<file path="src/rtl/seq_mul_ctrl.sv">
// Sequential shift-and-add unsigned multiplier: one add-and-shift per clock,
// with a start/done handshake and a held product register.
module seq_mul_ctrl #(
    parameter int unsigned WIDTH = 8
) (
    input  logic               clk,
    input  logic               rst_n,
    input  logic               start,
    input  logic [WIDTH-1:0]   a,
    input  logic [WIDTH-1:0]   b,
    output logic               busy,
    output logic               done,
    output logic [2*WIDTH-1:0] product
);

    localparam int unsigned CW = $clog2(WIDTH + 1);

    localparam logic [1:0] IDLE = 2'd0;
    localparam logic [1:0] CALC = 2'd1;
    localparam logic [1:0] DONE = 2'd2;

    logic [1:0]         state;
    logic [WIDTH-1:0]   mcand;
    logic [WIDTH-1:0]   acc;
    logic [WIDTH-1:0]   mplr;
    logic [CW-1:0]      cnt;
    logic [WIDTH:0]     sum;
    logic [2*WIDTH-1:0] next_am;
    logic               accept;

    // The adder carry becomes the top bit of acc after the right shift.
    always_comb begin
        sum     = {1'b0, acc} + (mplr[0] ? {1'b0, mcand} : '0);
        next_am = {sum, mplr[WIDTH-1:1]};
        accept  = start && ((state == IDLE) || (state == DONE));
    end

    always_ff @(posedge clk or negedge rst_n) begin
        if (!rst_n) begin
            state   <= IDLE;
            mcand   <= '0;
            acc     <= '0;
            mplr    <= '0;
            cnt     <= '0;
            product <= '0;
        end else begin
            case (state)
                CALC: begin
                    {acc, mplr} <= next_am;
                    cnt         <= cnt - CW'(1);
                    if (cnt == CW'(1)) begin
                        product <= next_am;
                        state   <= DONE;
                    end
                end
                default: begin
                    if (accept) begin
                        mcand <= a;
                        mplr  <= b;
                        acc   <= '0;
                        cnt   <= CW'(WIDTH);
                        state <= CALC;
                    end else begin
                        state <= IDLE;
                    end
                end
            endcase
        end
    end

    assign busy = (state == CALC);
    assign done = (state == DONE);

endmodule

</file>
<file path="config.mk">
export PLATFORM = sky130hd
export DESIGN_NAME = seq_mul_ctrl
export DESIGN_NICKNAME = d
export VERILOG_FILES = /design/src/rtl/seq_mul_ctrl.sv
export SDC_FILE = /design/constraint.sdc
export NUM_CORES = 1
export LEC_CHECK = 0
export BUFFER_PORTS_ARGS = -buffer_cell sky130_fd_sc_hd__buf_2
export CAP_MARGIN = 0
export CORE_ASPECT_RATIO = 2
export CORE_UTILIZATION = 58
export CTS_BUF_LIST = sky130_fd_sc_hd__clkbuf_4
export CTS_CLUSTER_SIZE = 28
export DETAILED_ROUTE_END_ITERATION = 10
export HOLD_SLACK_MARGIN = 0.02
export PLACE_DENSITY = 0.93
export SLEW_MARGIN = 25
export SYNTH_ARGS = -nofsm -noshare
export SYNTH_HDL_FRONTEND = slang
export SYNTH_SLANG_ARGS = --single-unit
</file>
<file path="constraint.sdc">
create_clock -name clk -period 2.7 [get_ports clk]
set_input_delay 0.405 -clock clk [delete_from_list [all_inputs] [get_ports clk]]
set_output_delay 0.405 -clock clk [all_outputs]
set_load 0.05 [all_outputs]
</file>
=== Yosys cells after proc, flatten, opt, wreduce, memory -nomap -nowiden ===
Cells that the tools add are included.

* Flip-flop bits (word level): 46
* Input port bits: 19
* Output and inout port bits: 18
* Logic and storage cells: 29

* Add/subtract/negate cells: 2
* Eq/ne operators: 4
* Mux-type cells: 10
* Bitwise gates (word level): 1
* Reductions and logical operators: 6

{| class="wikitable"
|+ Operators by type and width
! kind !! number
|-
| 8-bit two-way mux || 5
|-
| 8-bit by 8-bit adder with 9-bit output || 1
|-
| 4-bit two-way mux || 2
|-
| 4-bit by 1-bit == test with 1-bit output, second input constant || 1
|-
| 2-bit two-way mux || 2
|-
| 2-bit AND reduction || 2
|-
| 4-bit by 1-bit subtractor with 4-bit output, second input constant || 1
|-
| 2-bit by 1-bit == test with 1-bit output, second input constant || 1
|-
| 2-bit == test, second input constant || 1
|-
| 2-bit zero test || 1
|-
| 2-bit by 1-bit inequality test with 1-bit output, second input constant || 1
|-
| 2-bit nonzero test || 1
|-
| 1-bit logical AND || 1
|-
| 1-bit logical OR || 1
|-
| 1-bit two-way mux || 1
|-
| 1-bit inverter || 1
|}

=== Logic depth before layout (Yosys ltp) ===
* Depth after elaboration: 5
* Gate-level depth with buffers: 9
* Depth with buffers taken out: 7

=== Least setup slack after synthesis ===
Ideal clock, no wire load.

* Path type: register to register
* From: reg mplr[0]
* To: reg product[13]
* Library setup time: 0.125 ns
* Data arrival time: 1.950 ns
* Data required time: 2.575 ns
* Path slack: 0.625 ns
* Stages on the path, launching flop included: 8
* Buffers on the path: 0
* Clock period less this slack: 2.075 ns
* Cells stage by stage: dfrtp_1 -> and2_1 -> ha_1 -> fa_1 -> a21o_1 -> a221oi_2 -> xnor2_1 -> mux2_2

* Longest elaborated chain between the ends: 2

{| class="wikitable"
|+ Ends and longest elaborated chain
! item !! RTL line !! source
|-
| start, declared || 25 || <nowiki>logic [WIDTH-1:0] mplr;</nowiki>
|-
| start signal, assigned || 49 || <nowiki>{acc, mplr} <= next_am;</nowiki>
|-
| 8-bit two-way mux || 33 || <nowiki>sum = {1'b0, acc} + (mplr[0] ? {1'b0, mcand} : '0);</nowiki>
|-
| 8-bit by 8-bit adder with 9-bit output || 33 ||
|-
| end signal, assigned || 52 || <nowiki>product <= next_am;</nowiki>
|-
| end, declared || 13 || <nowiki>output logic [2*WIDTH-1:0] product</nowiki>
|}

Every way passes these cells.
A chain may end at the register's enable or synchronous reset.

=== Worst setup path in the final report ===
Same ends and word-level chain as after synthesis.

==> results.txt <==
----------------------------------------------------
[Run status]
  Outcome ... finished, final reports clean

[Synthesis]
  Primary flip-flop cell chosen by synthesis mapping ... sky130_fd_sc_hd__dfrtp_1
  Synth async-reset ratio ... 100.0%
  Cell variety after synth ... 40
  Leading area contributor after synthesis ... sky130_fd_sc_hd__dfrtp_1
  Simple-gate area share of the yosys netlist ... 16.82%
  Number of synthesized flops with an enable pin ... 0
  Area share of the largest cell type after synthesis ... 52.63%
  Fraction of the mapped netlist area in compound gates ... 11.90%
  Share of synthesized cell area in full adder, half adder and majority cells ... 6.636%
  Area contributors post-synth ... sky130_fd_sc_hd__dfrtp_1 53%, sky130_fd_sc_hd__nand2_1 9.8%, sky130_fd_sc_hd__ha_1 5.7%
  Most frequent cells after synthesis ... 57 x sky130_fd_sc_hd__nand2_1, 46 x sky130_fd_sc_hd__dfrtp_1, 11 x sky130_fd_sc_hd__mux2_2
  Share of cell area taken by muxes after synthesis ... 6.121%
  Synthesized netlist cell count ... 204
  XOR/XNOR Fraction of Synth Area ... 1.602%
  Syn Area/Cell ... 10.72 µm²
  Post-synthesis instance area ... 0.002187 mm²
  Main combinational cell family by area after synthesis ... simple AND/OR/NAND/NOR gates
  Number of warning messages in the yosys log ... 0
  Most frequent cell after synthesis ... sky130_fd_sc_hd__nand2_1
  Number of storage elements in the synthesis netlist ... 46
  Share of the yosys chip area belonging to registers ... 52.63%
  Synth Net Count ... 234

[Worst setup path]
  Critical path, cell by cell ... and2_1, ha_1, fa_1, a21o_1, a221oi_2, xnor2_1, mux2_2
  Data required time at the worst endpoint ... 2.97 ns
  Critical Path Slowest Stage Cell ... sky130_fd_sc_hd__dfrtp_1
  Reg2Reg Capture Point ... product[13]
  Category of the most critical setup path ... reg -> reg
  Critical path launch point type ... register
  Data arrival, critical path ... 2.58 ns
  Count of cells along the worst register-to-register path ... 7
  Worst R2R Start ... mplr[0]
  Crit path capture type ... register
  Biggest cell delay along the critical path ... 0.48 ns
  Register-to-Register Setup Slack ... 0.39 ns
  Largest driver fanout on the critical path ... 9

[Power]
  Cell-internal power ... 1.701 mW
  Peak supply drop ... 985.8 µV
  Switching fraction of total power ... 47.19%
  Leakage power of the design ... 1.258 nW
  Sequential power share ... 37.4%
  Share of power burned in combinational logic ... 52.1%
  Net switching power ... 1.520 mW
  Clock network power share ... 10.4%
  Power per Cell Area ... 1319 mW/mm²

[Detailed routing]
  Drt via density ... 5.664
  First-iteration detailed-routing DRC count ... 48
  Detailed-route via count ... 1654
  Final routed wirelength across all metal layers ... 4.397 mm
  Wirelength per Cell ... 15.06 µm
  Pre-antenna DRT Iters ... 4
  Antenna Violating Nets Remaining ... 0
  Post-route DRC violation count ... 0

[Timing]
  Number of failing setup endpoints in the final timing report ... 0
  Highest attainable clock frequency ... 433.2 MHz
  Final setup TNS ... 0 ns
  Fin crit share ... 85.50%
  Headroom to the max-slew limit ... 62.20%
  Min Tclk post-route ... 2.309 ns
  Hold violation total from the final report ... 0
  Worst-margin pin slew ... 0.5670 ns
  Final clock skew ... 0.02527 ns
  Setup repair after global routing missed its margin ... false
  Number of pins with negative max-slew slack in the final report ... 0

[Placement]
  Port Buf Inserts ... 36
  Final RePlAce weighted congestion ... 0.8252
  Half-perimeter wire length of the detailed placement result ... 3.175 mm
  Placement-stage cell area ... 0.002381 mm²

[Job]
  Total of max-cap violations ... 0

[Cells and area]
  Proportion of layout cells with a drive suffix above 1 ... 25.51%
  N_diodes ... 0
  Final non-filler cell area ... 0.002442 mm²
  Area growth from synthesis to layout ... 11.67%
  Post-layout nets ... 272

[Global route]
  First-pass GRT wire length ... 7.148 mm
  Gr usage total ... 24.81%
  Vias in the first global route ... 1654
  Maximum number of pins on one net before global-route repair ... 47
  Number of antenna violations at the first check in global routing ... 0
  Aggregate global routing overflow ... 0

[CTS]
  Post-CTS clock slew at the launch and capture registers of the worst setup and hold paths ... 0.16 ns
  CTS HTree Levels ... 2
  Num Clock Sinks ... 46
  Hold buffers post-CTS ... 0
  Setup Fix Bufs, Post-CTS ... 0
  CTS tree ... done
  Root Buffer ... sky130_fd_sc_hd__clkbuf_4
  Clk Latency, worst-skew pair ... 0.38 ns
  Count of cells resized by post-cts repair ... 0
  Number of clock buffers inserted by TritonCTS ... 5
  CTS max path bufs ... 2

[Floorplanning]
  Core Box Area ... 0.003607 mm²
  Die span in x ... 45.42 µm
  Std cell rows ... 31
  Die area ... 0.004035 mm²
  Initial core utilization ... 60.63%
  Die height ... 88.84 µm
  I/O pins ... 37

[Worst hold path]
  Tightest Hold Check Type ... in -> async

----------------------------------------------------
-- metrics by stage --
stage | util, % | power, mW | setup WS, ns | std cells | hold slack (ns)
floorplan | - | 2.509 | 0.6252 | 204 | 0.1094
global placement | 66.01 | 2.830 | 0.5394 | 284 | 0.4507
detailed placement | 66.01 | 2.899 | 0.4681 | 284 | 0.4612
CTS | 67.64 | 3.229 | 0.4290 | 292 | 0.2140
global route | 67.71 | 3.441 | 0.3001 | 292 | 0.06046
finish | 67.71 | 3.221 | 0.3914 | 292 | 0.004761
-- per-layer routing --
| metal | wire (µm) | GRT usage [%] | vias up |
|---|---|---|---|
| met5 | 0 | 0 | - |
| met2 | 2394 | 41.95 | 57 |
| met1 | 1695 | 28.53 | 807 |
| met3 | 141 | 3.878 | 14 |
| li1 | - | - | 776 |
| met4 | 165 | 14.05 | 0 |
-- registers in the layout, indices dropped and copies added, names as in the netlist --
register and flops:
mplr 8, acc 8, state 2, mcand 8, product 16, cnt 4
-- critical path: cells and delay by family (launching register included) --
kind            cells  cell delay [ns]
compound gates      2             0.53
xor+xnor            1             0.13
fa+ha+maj           2             0.62
flops               1             0.48
mux                 1             0.27
simple gates        1             0.17
-- power by group through the flow --
stage | Sequential, mW | Clock (mW) | Combinational, mW
finish | 1.21 | 0.336 | 1.68
global placement | 1.21 | 0 | 1.62
detailed placement | 1.22 | 0 | 1.67
global route | 1.25 | 0.359 | 1.83
CTS | 1.21 | 0.341 | 1.68
floorplan | 1.52 | 0 | 0.991
-- layout make-up --
| class | instances | area (µm²) |
|---|---|---|
| clock buffer | 5 | 37.54 |
| clock inverter | 3 | 21.27 |
| fill | 301 | 1165 |
| inverter | 5 | 23.77 |
| multi-input combinational | 145 | 942.2 |
| sequential | 46 | 1151 |
| tap | 49 | 61.31 |
| timing repair buffer | 39 | 205.2 |
-- logic make-up (layout without fill, tap and decap cells) --
logic type               Yosys count  count (layout)
AND/OR/NAND/NOR                   82              82
multiplexers                      12              12
buffers and inverters             13              52
XOR/XNOR                           4               4
flip-flops                        46              46
AO/OA/AOI/OAI                     36              36
adder cells (fa/ha/maj)           11              11
-- worst max path at each step --
stage	slack, ns	startpoint	endpoint
final	0.39	mplr[0]	product[13]
after global routing	0.30	mplr[0]	product[13]
after CTS	0.43	mplr[0]	product[13]
after detailed placement	0.47	mplr[0]	product[13]
after global placement	0.54	mplr[0]	product[13]
after floorplan	0.63	mplr[0]	product[13]
-- cell usage in the layout, fill, tap and decap left out, drive strengths merged, types with 5 or more instances in the layout --
master	netlist	routed
mux2	11	11
ha	10	10
a22oi	9	9
and2	8	8
dfrtp	46	46
clkbuf	1	5
o21ai	7	7
buf	7	39
nand2	57	57
No activity file was read; power rests on OpenSTA's default activity.
